### src/rtl/doa_dsp_pkg.sv
// Shared Q-format constants and data types for the pointwise DoA scaling stages.
package doa_dsp_pkg;

    localparam int DIN_WIDTH  = 18;
    localparam int W_WIDTH    = 16;
    localparam int W_FRAC     = 15;
    localparam int DOUT_WIDTH = 18;
    localparam int PROD_WIDTH = DIN_WIDTH + W_WIDTH;

    localparam logic signed [DOUT_WIDTH-1:0] SAT_MAX = {1'b0, {(DOUT_WIDTH-1){1'b1}}};
    localparam logic signed [DOUT_WIDTH-1:0] SAT_MIN = {1'b1, {(DOUT_WIDTH-1){1'b0}}};

    typedef logic signed [DIN_WIDTH-1:0]  sample_t;
    typedef logic signed [W_WIDTH-1:0]    weight_t;
    typedef logic signed [PROD_WIDTH-1:0] prod_t;
    typedef logic signed [DOUT_WIDTH-1:0] dout_t;

endpackage

### src/rtl/shift_round_sat.sv
// Arithmetic right shift by FRAC with saturation to OUT_WIDTH.
// Macro WEIGHT_ROUND_EN: add half an LSB before the shift (round half up); otherwise truncate toward -inf.
module shift_round_sat #(
    parameter int IN_WIDTH  = doa_dsp_pkg::PROD_WIDTH,
    parameter int OUT_WIDTH = doa_dsp_pkg::DOUT_WIDTH,
    parameter int FRAC      = doa_dsp_pkg::W_FRAC
) (
    input  logic signed [IN_WIDTH-1:0]  din,
    output logic signed [OUT_WIDTH-1:0] dout
);

    // One guard bit so the rounding add can never wrap.
    localparam logic signed [IN_WIDTH:0] MAXV =
        {{(IN_WIDTH-OUT_WIDTH+2){1'b0}}, {(OUT_WIDTH-1){1'b1}}};
    localparam logic signed [IN_WIDTH:0] MINV = ~MAXV;

    logic signed [IN_WIDTH:0] ext;
    logic signed [IN_WIDTH:0] shifted;

`ifdef WEIGHT_ROUND_EN
    localparam logic signed [IN_WIDTH:0] HALF = signed'({{IN_WIDTH{1'b0}}, 1'b1} << (FRAC-1));
    assign ext = {din[IN_WIDTH-1], din} + HALF;
`else
    assign ext = {din[IN_WIDTH-1], din};
`endif

    assign shifted = ext >>> FRAC;

    always_comb begin
        dout = shifted[OUT_WIDTH-1:0];
        if (shifted > MAXV) begin
            dout = MAXV[OUT_WIDTH-1:0];
        end else if (shifted < MINV) begin
            dout = MINV[OUT_WIDTH-1:0];
        end
    end

endmodule

### src/rtl/rom_weight_apply.sv
// Per-channel weight stage: drives the coefficient ROM from a sync-locked channel counter and
// applies the returned weight with a 3-stage multiply/scale pipeline. Build macro: WEIGHT_ROUND_EN.
module rom_weight_apply
    import doa_dsp_pkg::*;
#(
    parameter  int N_ADDR = 256,
    localparam int AW     = $clog2(N_ADDR)
) (
    input  logic                         clk,
    input  logic                         rst_n,
    input  logic signed [DIN_WIDTH-1:0]  din,
    input  logic                         din_valid,
    input  logic                         sync_in,
    output logic                         rom_ren,
    output logic [AW-1:0]                rom_radd,
    input  logic signed [W_WIDTH-1:0]    rom_wout,
    output logic signed [DOUT_WIDTH-1:0] dout,
    output logic                         dout_valid,
    output logic                         sync_out,
    output logic                         frame_err
);

    logic [AW-1:0] cnt;
    logic [AW-1:0] addr;
    logic [AW-1:0] cnt_next;
    logic          v1, v2, v3;
    logic          s1, s2, s3;
    sample_t       d1;
    prod_t         prod;
    dout_t         scaled;

    // A qualified sync forces address 0 in the same cycle it arrives.
    assign addr     = sync_in ? '0 : cnt;
    assign cnt_next = (addr == AW'(N_ADDR-1)) ? '0 : addr + AW'(1);
    assign rom_ren  = din_valid;
    assign rom_radd = addr;

    shift_round_sat #(
        .IN_WIDTH (PROD_WIDTH),
        .OUT_WIDTH(DOUT_WIDTH),
        .FRAC     (W_FRAC)
    ) u_scale (
        .din (prod),
        .dout(scaled)
    );

    always_ff @(posedge clk) begin
        if (!rst_n) begin
            cnt       <= '0;
            v1        <= 1'b0;
            v2        <= 1'b0;
            v3        <= 1'b0;
            s1        <= 1'b0;
            s2        <= 1'b0;
            s3        <= 1'b0;
            d1        <= '0;
            prod      <= '0;
            dout      <= '0;
            frame_err <= 1'b0;
        end else begin
            frame_err <= din_valid && sync_in && (cnt != '0);
            v1        <= din_valid;
            s1        <= din_valid && sync_in;
            if (din_valid) begin
                d1  <= din;
                cnt <= cnt_next;
            end
            // ROM data for the S1 sample arrives in this cycle.
            v2 <= v1;
            s2 <= s1;
            if (v1) begin
                prod <= prod_t'(d1) * prod_t'(rom_wout);
            end
            v3 <= v2;
            s3 <= s2;
            if (v2) begin
                dout <= scaled;
            end
        end
    end

    assign dout_valid = v3;
    assign sync_out   = s3;

endmodule

### config.mk
export PLATFORM = sky130hd
export DESIGN_NAME = rom_weight_apply
export DESIGN_NICKNAME = d
export VERILOG_FILES = /design/src/rtl/doa_dsp_pkg.sv /design/src/rtl/shift_round_sat.sv /design/src/rtl/rom_weight_apply.sv
export SDC_FILE = /design/constraint.sdc
export NUM_CORES = 1
export LEC_CHECK = 0
export ABC_AREA = 0
export CORE_UTILIZATION = 63
export CTS_CLUSTER_SIZE = 28
export DETAILED_ROUTE_END_ITERATION = 10
export GPL_TIMING_DRIVEN = 0
export PLACE_DENSITY = 0.83
export SLEW_MARGIN = 25
export SYNTH_ARGS = -nofsm -noshare
export SYNTH_HDL_FRONTEND = slang
export SYNTH_SLANG_ARGS = --single-unit
### constraint.sdc
create_clock -name clk -period 7.6 [get_ports clk]
set_input_delay 1.52 -clock clk [delete_from_list [all_inputs] [get_ports clk]]
set_output_delay 1.52 -clock clk [all_outputs]
set_load 0.02 [all_outputs]
==> results by group <==
Outcome
  • Status: complete, no violations

Synth
  • Seq cells post-synth: 70
  • Most used flip-flop cell after synthesis: dfxtp_1
  • Synth top area cells: fa_1 44%, dfxtp_1 11%, inv_1 9.0%
  • EDFF count, synth: 0
  • Post-Syn Nets: ~1,900
  • Top cell type's share of synthesized area: between 40% and 50%
  • Syn_area_per_cell: slightly above 9 um2
  • Unique cell type count in the Yosys netlist: 51
  • Synthesized area: ~13,000 um2
  • Yosys top cell by area: fa_1
  • Sequential-to-total area share from yosys stat: between 10% and 20%
  • Synth warn: 0
  • Async SR Flop Fraction: 0%
  • Post-Syn Instances: 1,453

Timing
  • Worst slew margin: 53.9%
  • Worst setup margin: around 320 ps
  • Setup TNS: 0 ps
  • Min Clock Period, post-route: 7280 ps
  • Setup Skew: 6.91 ps
  • Final period util: a little over nine tenths
  • Fmax: roughly 140 MHz
  • Final hold vios: 0
  • # setup viols final: 0
  • Worst Tran Pin Value: between 600 and 700 ps
  • Slew Limit Fails: 0
  • Hold Slack: 433 ps
  • RSZ-0062 raised after global routing: no

Route
  • DRT Pass-1 Iters: 5
  • Final WL: approximately 33 mm
  • DRC viols: 0
  • Via count: ~10,000
  • DRT iter0 DRCs: around 840
  • ANT nets after route: 0
  • Per-cell routed wire length: approximately 18 um
  • Via density: ~5.7

Critical path
  • CP Cell Sequence: clkbuf_2 > clkbuf_4 > nand2_1 > fa_1 > fa_1 > fa_1 > inv_1 > fa_1 > fa_1 > inv_1 > fa_1 > inv_1 > ha_1 > a21oi_1 > o211ai_1 > a2111oi_4 > o21ai_1 > o21ai_2 > o21bai_1 > xnor2_1 > o21ai_0
  • Crit path arrival time: between 7000 and 8000 ps
  • Crit path required time: between 7000 and 8000 ps
  • Crit Reg-Reg Endpoint: prod[26]
  • Critical path type: input port to flip-flop
  • Worst Setup EP: prod[26]
  • Crit-path slowest cell: fa_1
  • Crit Reg-Reg Startpoint: d1[11]
  • Buf/Inv on CP: 5
  • Startpoint type of the worst setup path: input port
  • Reg2Reg Depth: 20
  • Cell repeated most along the worst path: fa_1
  • Setup slack, reg-to-reg: 880 ps
  • CP delay by family, top: adder cells
  • CP startpoint: rom_wout[2]
  • Crit-path max FO: 10
  • Nature of the critical path endpoint: flip-flop
  • WP depth: 21
  • Worst path max stage delay: ~540 ps

Layout
  • Share of cells above drive strength 1: under 10%
  • Final Net Count: ~1,900
  • Most frequent cells in the layout: 314 x inv_1, 288 x fa_1, 149 x nand2_1
  • Post-Layout Inst Area: between 10,000 and 15,000 um2
  • Synth-to-layout area growth: 9.47%
  • Final Non-Filler Cells: about 1,800
  • N_diodes: 0
  • Final Util: between 70% and 80%
  • Commonest non-fill, non-tap cell in the layout: inv_1

Power
  • Total power: 3.83 mW
  • Max IR drop VDD: 522 uV
  • Leak: just over 7 nW
  • Pwr Density: 265 nW/um2

Clocking
  • H-tree Lvls: 3
  • CTS max path bufs: 2
  • Clock Sinks: 70
  • TritonCTS Buffers: 9
  • Clk_lat worst skew: 340 ps
  • Reg clk slew, reported paths: 60 ps
  • # hold bufs at CTS: 0
  • CTS tree: built
  • Clk root buf: clkbuf_16

Place
  • Routability cong.: 0.922
  • Placed cell area: roughly 14,000 um2
  • # placed instances: between 1,500 and 2,000
  • PortBufs: 60
  • Final HPWL DP: approximately 27 mm
  • Pre-CTS setup slack: -891 ps

Floorplan
  • Die width: between 100 and 150 um
  • Die area: 21,500 um2
  • Core footprint: between 20,000 and 25,000 um2
  • I/O pin cnt: 68
  • Initial Utilization: between 60% and 70%
  • Std cell rows: 52
  • Die Y: around 150 um

Job
  • Number of max-cap violations: 0

GRT
  • Grt ovf: 0
  • GRT Total Usage: between 30% and 40%
  • First-pass GRT wire length: 55.1 mm
  • Number of global-route vias before repair: approximately 11,000
  • Largest net degree at the start of global routing: 16
  • Initial antenna violation count: 0

Hold path
  • Worst hold path class: flip-flop to flip-flop
## flip-flops by register name (all words and copies together) (netlist names)
register,cells
cnt,8
frame_err,1
s1,1
prod,19
sync_out,1
s2,1
d1,18
dout,18
dout_valid,1
v2,1
v1,1
## cells by family after synthesis
family                   after synthesis  synth area share [%]
multiplexers                          24                  1.82
AO/OA/AOI/OAI                        143                  6.88
flip-flops                            70                  10.6
XOR/XNOR                              26                  1.73
AND/OR/NAND/NOR                      435                  16.2
adder cells (fa/ha/maj)              373                  51.8
buffers and inverters                382                  11.0
## layout make-up
| cell class | instances | area, um2 |
|---|---|---|
| flip-flops and latches | 70 | 1400 |
| inverters | 316 | 1190 |
| fillers | 1523 | 5920 |
| multi-input cells | 1001 | 10400 |
| plain buffers | 62 | 265 |
| well taps | 270 | 338 |
| repair buffers | 63 | 606 |
| clock buffers | 11 | 243 |
| clock inverters | 4 | 47.5 |
## power breakdown
group          internal, mW  switching, mW
sequential            0.407         0.0392
clock                 0.260          0.154
combinational          1.24           1.73
## Yosys cell counts (all sizes together) (2+ instances only)
| master | n |
|---|---|
| nand3b | 15 |
| o21bai | 2 |
| nor3 | 3 |
| o21ai | 39 |
| a21oi | 57 |
| a31oi | 6 |
| or2 | 2 |
| a221oi | 2 |
| nor4 | 2 |
| a21o | 10 |
| mux2i | 24 |
| nand2b | 7 |
| xor2 | 7 |
| inv | 315 |
| nand3 | 8 |
| nand4 | 5 |
| a21boi | 2 |
| clkbuf | 61 |
| o21a | 3 |
| and3 | 8 |
| fa | 289 |
| nor2b | 9 |
| dfxtp | 70 |
| nand2 | 149 |
| nor2 | 90 |
| ha | 84 |
| o211ai | 10 |
| and2 | 137 |
| buf | 5 |
| xnor2 | 19 |
| a211oi | 4 |
## layer usage
layer	vias up	track usage, %	routed length (um)
met5	-	0	0
met3	110	5.03	2250
met1	5138	40.5	11900
li1	4495	-	-
met4	0	16.1	1570
met2	416	57.7	16800
## worst min path at each step
stage | start | to | slack (ps) | cells past startpoint
floorplan | s1 | s2 | 410 | 1
global route | s1 | s2 | 440 | 1
detailed placement | s2 | sync_out | 420 | 1
CTS | s2 | sync_out | 430 | 1
global placement | s1 | s2 | 420 | 1
finish | s2 | sync_out | 430 | 1
## timing repair
item                       4_1_cts  5_1_grt
hold endpoints to repair         0        0
pin swaps                        0        1
setup buffers                    0        3
setup endpoints to repair       15       14
gates resized for setup         16       34
Note: power is estimated with default switching activity, not from simulation.
